File: src/rtl/mem_port_arbiter.sv
// -----------------------------------------------------------------------------
// mem_port_arbiter
//
// Shares one single-ported unified memory between instruction fetch (IF) and
// the MEM-stage data access. One access is in flight at a time. The arbiter
// registers the memory strobe, address, write enable and write data. It counts
// the fixed memory latency and returns a one-cycle ready pulse to the
// requester that was granted.
//
// Data requests win over fetch requests. The MEM-stage instruction is older
// than the one being fetched, so serving it first keeps program order. An
// access that has been granted is never preempted.
//
// Ports
//   clk, reset              clock; synchronous active-high reset
//   if_req / if_addr        fetch request (held until if_ready), fetch address
//   if_rdata / if_ready     fetched word (valid with if_ready), completion pulse
//   dm_req / dm_we          data request (held until dm_ready), 1 = store
//   dm_addr / dm_wdata      data address and store data
//   dm_rdata / dm_ready     load data (valid with dm_ready), completion pulse
//   mem_en / mem_we         memory strobe (one cycle per access), write enable
//   mem_addr / mem_wdata    memory address and write data (held between accesses)
//   mem_rdata               memory read data, MEM_LAT cycles after mem_en
//   stall_if / stall_mem    freeze PC/IF_ID or the pipeline up to MEM_WB
//   busy                    an access is in progress
// -----------------------------------------------------------------------------
module mem_port_arbiter #(
    parameter int ADDR_W  = 32,
    parameter int DATA_W  = 32,
    parameter int MEM_LAT = 2     // 1..15, mem_en cycle to valid read data
) (
    input  logic              clk,
    input  logic              reset,

    input  logic              if_req,
    input  logic [ADDR_W-1:0] if_addr,
    output logic [DATA_W-1:0] if_rdata,
    output logic              if_ready,

    input  logic              dm_req,
    input  logic              dm_we,
    input  logic [ADDR_W-1:0] dm_addr,
    input  logic [DATA_W-1:0] dm_wdata,
    output logic [DATA_W-1:0] dm_rdata,
    output logic              dm_ready,

    output logic              mem_en,
    output logic              mem_we,
    output logic [ADDR_W-1:0] mem_addr,
    output logic [DATA_W-1:0] mem_wdata,
    input  logic [DATA_W-1:0] mem_rdata,

    output logic              stall_if,
    output logic              stall_mem,
    output logic              busy
);

    typedef enum logic [1:0] {
        IDLE   = 2'd0,
        DM_ACC = 2'd1,
        IF_ACC = 2'd2
    } state_t;

    // Read accesses wait the full memory latency; a store only needs the
    // strobe cycle itself, so it completes one cycle after mem_en.
    localparam logic [3:0] CNT_READ  = 4'(MEM_LAT);
    localparam logic [3:0] CNT_STORE = 4'd1;

    state_t            state;
    state_t            state_nxt;
    logic [3:0]        cnt;
    logic [3:0]        cnt_nxt;

    logic              mem_en_nxt;
    logic              mem_we_nxt;
    logic [ADDR_W-1:0] mem_addr_nxt;
    logic [DATA_W-1:0] mem_wdata_nxt;
    logic              if_ready_nxt;
    logic              dm_ready_nxt;

    // -------------------------------------------------------------------------
    // State register: FSM state, latency counter and all registered outputs.
    // Reset wins over everything and abandons an in-flight access silently.
    // -------------------------------------------------------------------------
    always_ff @(posedge clk) begin
        if (reset) begin
            state     <= IDLE;
            cnt       <= 4'd0;
            mem_en    <= 1'b0;
            mem_we    <= 1'b0;
            mem_addr  <= '0;
            mem_wdata <= '0;
            if_ready  <= 1'b0;
            dm_ready  <= 1'b0;
        end else begin
            state     <= state_nxt;
            cnt       <= cnt_nxt;
            mem_en    <= mem_en_nxt;
            mem_we    <= mem_we_nxt;
            mem_addr  <= mem_addr_nxt;
            mem_wdata <= mem_wdata_nxt;
            if_ready  <= if_ready_nxt;
            dm_ready  <= dm_ready_nxt;
        end
    end

    // -------------------------------------------------------------------------
    // Next-state logic.
    // cnt is loaded on grant and counts down once per access cycle. The ready
    // pulse is issued in the cycle after cnt==1, when cnt has reached 0. That
    // same cycle is the last access cycle, so the FSM returns to IDLE on the
    // following edge.
    // -------------------------------------------------------------------------
    always_comb begin
        state_nxt = state;
        cnt_nxt   = cnt;

        case (state)
            IDLE: begin
                if (dm_req) begin
                    state_nxt = DM_ACC;
                    cnt_nxt   = dm_we ? CNT_STORE : CNT_READ;
                end else if (if_req) begin
                    state_nxt = IF_ACC;
                    cnt_nxt   = CNT_READ;
                end
            end

            DM_ACC, IF_ACC: begin
                if (cnt != 4'd0) begin
                    cnt_nxt = cnt - 4'd1;
                end else begin
                    state_nxt = IDLE;
                end
            end

            default: begin
                state_nxt = IDLE;
                cnt_nxt   = 4'd0;
            end
        endcase
    end

    // -------------------------------------------------------------------------
    // Output logic: next values of the registered memory-port and ready
    // outputs. The strobe and the write enable are asserted only for the first
    // cycle of an access. Address and write data keep their last value
    // otherwise. A fetch grant leaves mem_wdata untouched.
    // -------------------------------------------------------------------------
    always_comb begin
        mem_en_nxt    = 1'b0;
        mem_we_nxt    = 1'b0;
        mem_addr_nxt  = mem_addr;
        mem_wdata_nxt = mem_wdata;
        if_ready_nxt  = 1'b0;
        dm_ready_nxt  = 1'b0;

        case (state)
            IDLE: begin
                if (dm_req) begin
                    mem_en_nxt    = 1'b1;
                    mem_we_nxt    = dm_we;
                    mem_addr_nxt  = dm_addr;
                    mem_wdata_nxt = dm_wdata;
                end else if (if_req) begin
                    mem_en_nxt   = 1'b1;
                    mem_we_nxt   = 1'b0;
                    mem_addr_nxt = if_addr;
                end
            end

            DM_ACC: begin
                dm_ready_nxt = (cnt == 4'd1);
            end

            IF_ACC: begin
                if_ready_nxt = (cnt == 4'd1);
            end

            default: begin
                mem_en_nxt = 1'b0;
            end
        endcase
    end

    // Read data goes straight through to both requesters. Each one qualifies
    // it with its own ready pulse.
    assign if_rdata = mem_rdata;
    assign dm_rdata = mem_rdata;

    // A requester stalls from the cycle it raises req until its ready cycle.
    assign stall_if  = if_req & ~if_ready;
    assign stall_mem = dm_req & ~dm_ready;

    assign busy = (state != IDLE);

endmodule
File: config.mk
export PLATFORM = sky130hd
export DESIGN_NAME = mem_port_arbiter
export DESIGN_NICKNAME = d
export VERILOG_FILES = /design/src/rtl/mem_port_arbiter.sv
export SDC_FILE = /design/constraint.sdc
export NUM_CORES = 1
export LEC_CHECK = 0
export ABC_AREA = 1
export CORE_ASPECT_RATIO = 0.75
export CORE_UTILIZATION = 30
export DETAILED_ROUTE_END_ITERATION = 8
export GPL_TIMING_DRIVEN = 0
export PLACE_DENSITY_LB_ADDON = 0.05
export SKIP_LAST_GASP = 1
export SYNTH_ARGS = -nofsm -noshare
export SYNTH_HDL_FRONTEND = slang
export SYNTH_SLANG_ARGS = --single-unit
File: constraint.sdc
create_clock -name clk -period 1.5 [get_ports clk]
set_clock_uncertainty 0.05 [all_clocks]
set_input_delay 0.3 -clock clk [delete_from_list [all_inputs] [get_ports clk]]
set_output_delay 0.3 -clock clk [all_outputs]
set_load 0.01 [all_outputs]
Word level (Yosys, flattened, before mapping)
Index checks and enable logic that the tools add are counted.

RAM bits: 0. Memories: 0. Output and inout port bits: 135. Memory bits (read-only): 0. Bits in registers: 74. Bits in latches: 0. Bits of input ports: 133.

Reduce and logical (&&, ||, !) cells: 13. Order comparisons: 0. Div/mod/pow operators: 0. $mul: 0. Shift-type cells: 0. Equality and inequality tests: 6. Add/subtract/negate cells: 1. Mux-type cells: 13. Bitwise gates (word level): 8.

Operator list (count): $mux 32 (2); $mux 4 (3); $mux 2 (4); $pmux 4 s2 (1); $reduce_and 2->1 (4); $reduce_or 2->1 (4); $not 1->1 (6); $eq 4x1->1 const B (1); $ne 2x2->1 const B (2); $pmux 2 s2 (1); $reduce_bool 2->1 (2); $reduce_bool 4->1 (1); $sub 4x1->4 const B (1); $ne 3x3->1 const B (1); $reduce_or 3->1 (1); $and 1x1->1 (2); $eq 2x1->1 const B (1); $eq 2x2->1 const B (1); $logic_not 2->1 (1); $mux 1 (2).

Logic depth before layout (Yosys ltp)
Word-level depth: 4. Mapped depth: 8. Depth with buffers taken out: 7.

Least setup slack after synthesis
Ideal clock, no wire load.

Path type: reg2reg. Start: reg state[0]. End: reg mem_addr[10]. Library setup time: 0.116 ns. Required time: 1.334 ns. Period minus slack after synthesis: 1.408 ns. Data arrival time: 1.242 ns. Setup slack: 0.092 ns. Path buffers: 1. Stages on the path, launching flop included: 9. Cells stage by stage: dfxtp_1 inv_1 ha_1 inv_1 a21oi_4 inv_2 buf_2 nor2_1 nor2_1.

Longest elaborated chain between the ends: 2.

RTL lines: start: declaration (line 69) `state_t state;`; start signal: assignment (line 96) `state <= state_nxt;`; $logic_not 2->1 (line 158) `case (state)`; $reduce_and 2->1 (no source line); end signal: assignment (line 100) `mem_addr <= mem_addr_nxt;`; end: declaration (line 49) `output logic [ADDR_W-1:0] mem_addr,`.

Every way passes these cells. A chain may end at the register's enable or synchronous reset.

Worst setup path after layout
Start: reg state[1]. End: out busy.

Longest elaborated chain between the ends: 1.

RTL lines: $reduce_bool 2->1 (line 195) `assign busy = (state != IDLE);`; end: declaration (line 55) `output logic busy`.

Every way passes these cells.

==> qor.txt <==
I/O Pins: 268
Max FO, Critical Path: 4
area grow syn2layout: 80.2%
die span in x: 129 um
Hold Crit Depth: 5
critical path required time: 1150 ps
Gate Count Post-Synth: 525
WL final: 11.5 mm
share of cells above drive strength 1: 16.4%
worst reg2reg path startpoint: state[1]
row count: 34
Startpoint Class: flop
Post-DRT Antenna Nets: 0
status: complete, no violations
top cell type's share of synthesized area: 40.9%
CTS root buffer: clkbuf_16
flops & latches, synth: 74
WHS Endpoint: mem_addr[30]
GP Congestion: 0.749
unrepaired setup endpoints after global routing: true
CTS Buf Count: 9
Final Util: 55.8%
total power: 9.51 mW
First DRT Iteration DRCs: 124
Clock Path Buffers: 2
Initial Util: 31.0%
I/O Buffers: 234
Reg clk slew, reported paths: 60 ps
Least-Margin Pin Slew: 428 ps
slowest stage cell, crit path: dfxtp_2
fmax: 679 MHz
FF-to-FF End: mem_addr[26]
fin cells: 943
Inst Count DP: 921
yosys synthesis warning count: 0
antenna violations before repair: 0
CTS tree: built
CP cell instances: inv_4, ha_4, inv_4, buf_4
# setup viols final: 0
Syn Nets: 665
Placeable Area: 11700 sq um
1st-pass router iterations: 4
GRT overflow: 0
largest net degree at the start of global routing: 13
Antenna Cells: 0
HP Start: dm_req
Arrival @ worst endpoint: 1120 ps
All-Layer GR Usage: 18.3%
post-DR vias/cell: 4.26
dominant cell type by area after synthesis: dfxtp_1
Critical Path Most Common Cell: inv_4
clock sink total: 74
R2R setup slack: 60 ps
Unique masters post-synth: 20
CP endpoint kind: output pin
Skew-Pair Late Insertion Delay: 330 ps
pwr dens: 1460 nW/um^2
CP max stage delay: 370 ps
mapped cell area: 3620 sq um
most frequent cells in the layout: 163 x clkdlybuf4s50_1, 139 x nor2_1, 114 x nand2_1
Final Max Tran Viols: 0
chip height: 97.2 um
htree depth: 3
DR WL/cell: 12.2 um
first-pass GRT wire length: 18.0 mm
Post-route DRC: 0
register area share after synthesis: 40.9%
fin nets: 916
most common cell after layout, fill and taps aside: clkdlybuf4s50_1
via count: 4018
cts-stage hold buffer count: 0
vias in the first global route: 3748
die area: 12500 sq um
largest cells by area after synthesis: dfxtp_1 41%, nor2_1 14%, buf_4 14%
Leakage: 3.19 nW
Max-cap violations: 0
Hold Vio Cnt, Final: 0
Hold WC Path Type: in -> reg
Tmin final: 1470 ps
Worst Reg2Reg Path Length in Cells: 8
Avg Inst Size Synth: 6.90 sq um
Post-DP HPWL: 9.03 mm
Max-slew headroom: 71.5%
Tcrit/Tclk final: 98.2%
maximum vdd drop: 0.660 mV
CP Class: reg -> out
power breakdown:
group	total [mW]	switching, mW	leakage, nW	internal [mW]
Combinational	4.43	2.30	2.42	2.14
Sequential	2.95	0.321	0.614	2.63
Clock	2.13	0.801	0.149	1.33
Total	9.51	3.42	3.19	6.09
worst max path at each step:
stage / from / endpoint / slack [ps]
final: state[1] / busy / 30
after global routing: state[1] / mem_addr[8] / -40
after CTS: state[0] / busy / -70
after detailed placement: if_req / stall_if / -370
after global placement: if_req / stall_if / -350
after floorplan: state[0] / mem_addr[10] / 90
state kept, by name (all words and copies together), names as in the netlist:
name       cells
state          2
mem_en         1
if_ready       1
dm_ready       1
mem_wdata     32
mem_we         1
mem_addr      32
cnt            4
per-stage QoR:
step / setup TNS [ps] / hold slack [ps] / setup slack (ps) / instance area, sq um
after floorplan: 0 / 319 / 91.9 / 3620
final: 0 / 402 / 26.5 / 6530
after global routing: -493 / 438 / -41.3 / 6530
after detailed placement: -20150 / 420 / -374 / 6170
after CTS: -70.6 / 408 / -70.6 / 6410
after global placement: -17380 / 413 / -348 / 6170
cell type report:
class / count / area [sq um]
Timing Repair Buffer: 240 / 2310
Inverter: 16 / 75.1
Sequential cell: 74 / 1490
Multi-Input combinational cell: 345 / 1500
Buffer: 90 / 661
Fill cell: 1159 / 5170
Clock buffer: 11 / 243
Tap cell: 162 / 203
Clock inverter: 5 / 53.8
synth_stat cells:
cell,count
buf_1,1
o21ai_0,62
nand3_1,4
nand4_1,1
inv_2,2
buf_4,68
nor3_1,1
o22ai_1,1
a21oi_1,6
clkbuf_2,3
ha_1,7
inv_1,14
nand3_2,1
a21oi_4,1
nor2_1,140
buf_2,7
nand2_1,116
o21ai_1,5
dfxtp_1,74
clkbuf_1,11
layer usage:
| metal | GRT usage, % | part of all wire, % | vias to the layer above |
|---|---|---|---|
| li1 | - | - | 2076 |
| met1 | 21.5 | 42 | 1769 |
| met2 | 31.1 | 48 | 158 |
| met3 | 6.44 | 8.7 | 15 |
| met4 | 5.34 | 1.6 | 0 |
| met5 | 0 | 0 | - |
worst max-delay path, delay by kind of cell (launching register included):
| family | cells | cell delay, ps |
|---|---|---|
| fa+ha+maj | 1 | 170 |
| buf+inv | 3 | 250 |
| flops | 1 | 370 |
cells by family (layout without fill, tap and decap cells):
group                    count (synthesis)  after routing  share of synthesized area, %
AND/OR/NAND/NOR                        263            263                          27.6
buffers and inverters                  106            362                          18.4
AO/OA/AOI/OAI                           75             75                          10.7
flip-flops                              74             74                          40.9
adder cells (fa/ha/maj)                  7              7                          2.42
repair_timing:
action | 4_1_cts | 5_1_grt
cloned | 0 | 1
gates resized for setup | 95 | 41
endpoints found under the hold margin | 0 | 0
setup buffers | 0 | 5
pin swaps | 0 | 1
setup endpoints to repair | 136 | 64
Power figures use the tool's default switching activity.
==> patch 1: new RTL, same flow settings <==
Re-encode `state_t` (3 states) as one-hot, 3 bits wide.
--- a/src/rtl/mem_port_arbiter.sv
+++ b/src/rtl/mem_port_arbiter.sv
@@ -55,10 +55,10 @@
     output logic              busy
 );
 
-    typedef enum logic [1:0] {
-        IDLE   = 2'd0,
-        DM_ACC = 2'd1,
-        IF_ACC = 2'd2
+    typedef enum logic [2:0] {
+        IDLE   = 3'b001,
+        DM_ACC = 3'b010,
+        IF_ACC = 3'b100
     } state_t;
 
     // Read accesses wait the full memory latency; a store only needs the
Formal check against the unedited RTL: no difference found for any inputs over 10 cycles, from zero or initial values and one cycle with reset high; not proved beyond that.
==> patch 1 against the unedited design <==
- register-to-register slack improved by 0.04 ns
- synthesized area about the same
- non-clock buffer count fell by 4
- worst setup slack improved by 0.056 ns
- sequential cell count grew 1
- design area fell by 0.79%
- critical path depth grew 1
- wire length is 0.52% higher
- sequential power is 15% lower
- synthesized cell count decreased by 11%
- power down 23%
- cell count down 6.7%
==> patch 1: results (changes against the unedited design) <==
{
  "routabilityCongestion": {"value": 0.748, "change": "was 0.749"},
  "slew-limit-headroom": {"value": 67.7, "unit": "%", "change": "was 71.5%"},
  "synth-seq-area-share": {"value": 41.4, "unit": "%", "change": "was 40.9%"},
  "synth.top_cells.by_area": {"value": "dfxtp_1 41%, buf_4 14%, nand2_1 9.7%, o211a_1 8.8%, nor2_1 8.1%", "change": "was dfxtp_1 41%, nor2_1 14%, buf_4 14%, nand2_1 12%, o21ai_0 8.6%"},
  "status": {"value": "finished, final reports clean", "change": "unchanged"},
  "buffer_area_share": {"value": 45.3, "unit": "%", "change": "was 45.4%"},
  "critical_path.reg2reg.startpoint": {"value": "state[0]", "change": "was state[1]"},
  "timing.hold.worst.start": {"value": "reset", "change": "was dm_req"},
  "cp-endpoint": {"value": "stall_mem", "change": "was busy"},
  "pg_comb": {"value": 2400, "unit": "uW", "change": "was 4430 uW"},
  "met3_length": {"value": 947, "unit": "um", "change": "was 1010 um"},
  "synth_largest_type_area_fraction": {"value": 41.4, "unit": "%", "change": "was 40.9%"},
  "detailed_place_hpwl": {"value": 9200, "unit": "um", "change": "was 9030 um"},
  "critPathMaxStageDelay": {"value": 0.26, "unit": "ns", "change": "was 0.37 ns"},
  "power_switching": {"value": 2130, "unit": "uW", "change": "was 3420 uW"},
  "routedWlPerCell": {"value": 13.1, "unit": "um", "change": "was 12.2 um"},
  "use_met3": {"value": 5.45, "unit": "%", "change": "was 6.44%"},
  "final.signal_inverter_count": {"value": 14, "change": "was 16"},
  "clk_share": {"value": 5.08, "unit": "%", "change": "was 4.54%"},
  "ir_drop": {"value": 0.464, "unit": "mV", "change": "was 0.660 mV"},
  "cp.arrival": {"value": 1.07, "unit": "ns", "change": "was 1.12 ns"},
  "synth_common_cells": {"value": "94 x nand2_1, 78 x nor2_1, 75 x dfxtp_1", "change": "was 140 x nor2_1, 116 x nand2_1, 74 x dfxtp_1"},
  "final.signal_buffer_count": {"value": 326, "change": "was 330"},
  "cpLargestDelayFamily": {"value": "buffers and inverters", "change": "was flip-flops"},
  "placedInstanceArea": {"value": 0.00617, "unit": "sq mm", "change": "about the same"},
  "worst_r2r_path_depth": {"value": 7, "change": "was 8"},
  "min_to": {"value": "state[1]", "change": "was mem_addr[30]"},
  "dr.first_iter.drc_count": {"value": 81, "change": "was 124"},
  "fin_util": {"value": 55.4, "unit": "%", "change": "was 55.8%"},
  "worst_r2r_endpoint": {"value": "mem_wdata[7]", "change": "was mem_addr[26]"}
}
[patch 1: cell types whose count changed after synthesis, moves of 4 or more]
cell / delta
nor2_1: -62
nand3_1: +32
o211a_1: +32
a21oi_1: -5
nand2_1: -22
inv_1: -4
ha_1: -5
o21ai_0: -34
[patch 1: kinds of logic after synthesis]
kind of cell	after synthesis	share of synthesized area (%)
and+or+nand+nor	218	25.3
adders and majority gates	2	0.690
buffers and inverters	104	18.8
DFF	75	41.4
AOI/OAI and AO/OA	67	13.8
[patch 1: stage by stage]
step | std cells | hold WS (ns) | power, uW
6_report | 880 | 0.274 | 7280
5_1_grt | 880 | 0.299 | 7680
4_1_cts | 879 | 0.289 | 7310
3_3_place_gp | 862 | 0.427 | 5110
3_5_place_dp | 862 | 0.433 | 5140
2_1_floorplan | 466 | 0.312 | 3790
[patch 1: timing repair]
item	4_1_cts	5_1_grt
gates resized for setup	77	20
pin swaps	1	2
setup buffers	1	1
setup endpoints to repair	141	71
==> patch 2: new RTL, config.mk and constraints unchanged <==
Without the edit above. The parameter `DATA_W` goes from 32 to 16.
--- a/src/rtl/mem_port_arbiter.sv
+++ b/src/rtl/mem_port_arbiter.sv
@@ -26,7 +26,7 @@
 // -----------------------------------------------------------------------------
 module mem_port_arbiter #(
     parameter int ADDR_W  = 32,
-    parameter int DATA_W  = 32,
+    parameter int DATA_W  = 16,
     parameter int MEM_LAT = 2     // 1..15, mem_en cycle to valid read data
 ) (
     input  logic              clk,
Interface: changed (5 resized); port bits go from 268 to 188. The function was not compared with the original's and may differ.
==> patch 2 against the unedited design <==
- worst setup slack lost 0.011 ns
- design area shrank 23%
- count of clock-buffer cells in the layout is the same
- wire length shrank 23%
- power shrank 18%
- synthesized area shrank 19%
- utilization shrank 1.3 points
- sequential cell count shrank 16
- sequential share of layout area grew 0.26 points
==> patch 2: results (changes against the unedited design) <==
{
  "switching_share": {"value": 36.1, "unit": "%", "change": "was 35.9%"},
  "grt_pass1_vias": {"value": 2748, "change": "was 3748"},
  "synth-seq-area-share": {"value": 39.5, "unit": "%", "change": "was 40.9%"},
  "detail_route.wirelength.met1": {"value": 3820, "unit": "um", "change": "was 4810 um"},
  "pre_cts_slack": {"value": -0.427, "unit": "ns", "change": "was -0.374 ns"},
  "placedInstanceArea": {"value": 0.00480, "unit": "sq mm", "change": "was 0.00617 sq mm"},
  "status": {"value": "finished, final reports clean", "change": "unchanged"},
  "routabilityCongestion": {"value": 0.820, "change": "was 0.749"},
  "synth.top_cells.by_area": {"value": "dfxtp_1 39%, o211a_1 11%, nand2_1 11%, buf_4 8.4%, nand3_2 6.8%", "change": "was dfxtp_1 41%, nor2_1 14%, buf_4 14%, nand2_1 12%, o21ai_0 8.6%"},
  "grt_max_degree": {"value": 11, "change": "was 13"},
  "vias_per_cell": {"value": 4.39, "change": "was 4.26"},
  "routedWlPerCell": {"value": 13.1, "unit": "um", "change": "was 12.2 um"},
  "post_cts_resize_count": {"value": 68, "change": "was 95"},
  "dpl.cell_count": {"value": 659, "change": "was 921"},
  "use_met3": {"value": 7.61, "unit": "%", "change": "was 6.44%"},
  "proportion_of_layout_cells_with_a_drive_suffix_above_1": {"value": 18.4, "unit": "%", "change": "was 16.4%"},
  "synth_cell_type_count": {"value": 21, "change": "was 20"},
  "hold-worst-slack": {"value": 0.304, "unit": "ns", "change": "was 0.402 ns"},
  "dr.first_iter.drc_count": {"value": 91, "change": "was 124"},
  "met3_length": {"value": 1020, "unit": "um", "change": "was 1010 um"},
  "detailed_place_hpwl": {"value": 6820, "unit": "um", "change": "was 9030 um"},
  "power_per_cell_area": {"value": 1530, "unit": "mW/mm^2", "change": "was 1460 mW/mm^2"},
  "drt_wl_total": {"value": 8830, "unit": "um", "change": "was 11500 um"},
  "grt_use_met1": {"value": 20.3, "unit": "%", "change": "was 21.5%"},
  "grt_first_pass_wirelength": {"value": 13400, "unit": "um", "change": "was 18000 um"},
  "synth_common_cells": {"value": "84 x nand2_1, 58 x dfxtp_1, 44 x nor2_1", "change": "was 140 x nor2_1, 116 x nand2_1, 74 x dfxtp_1"},
  "grt_util_all_layers": {"value": 17.0, "unit": "%", "change": "was 18.3%"},
  "port_buffers": {"value": 170, "change": "was 234"},
  "net_count_after_synthesis": {"value": 469, "change": "was 665"}
}
## patch 2: final cells by class
class / instances / area (sq um)
Fill cell: 927 / 4220
Tap cell: 128 / 160
Multi-Input combinational cell: 234 / 1360
Buffer: 53 / 398
Sequential cell: 58 / 1160
Clock inverter: 5 / 30.0
Timing Repair Buffer: 171 / 1640
Inverter: 16 / 65.1
Clock buffer: 11 / 243
## patch 2: final timing paths
kind | startpoint | cells past startpoint | to
worst max-delay path | state[0] | 4 | busy
worst min register to register | mem_wdata[13] | 2 | mem_wdata[13]
worst min-delay path | dm_req | 4 | state[1]
worst max register to register | state[0] | 8 | mem_addr[18]
## patch 2: cell families (layout without fill, tap and decap cells)
logic type | count (synthesis) | after routing | share of synthesized area, %
buf+inv | 69 | 256 | 15.0
compound gates | 58 | 58 | 15.3
flops | 58 | 58 | 39.5
simple gates | 169 | 169 | 27.2
fa+ha+maj | 7 | 7 | 2.98
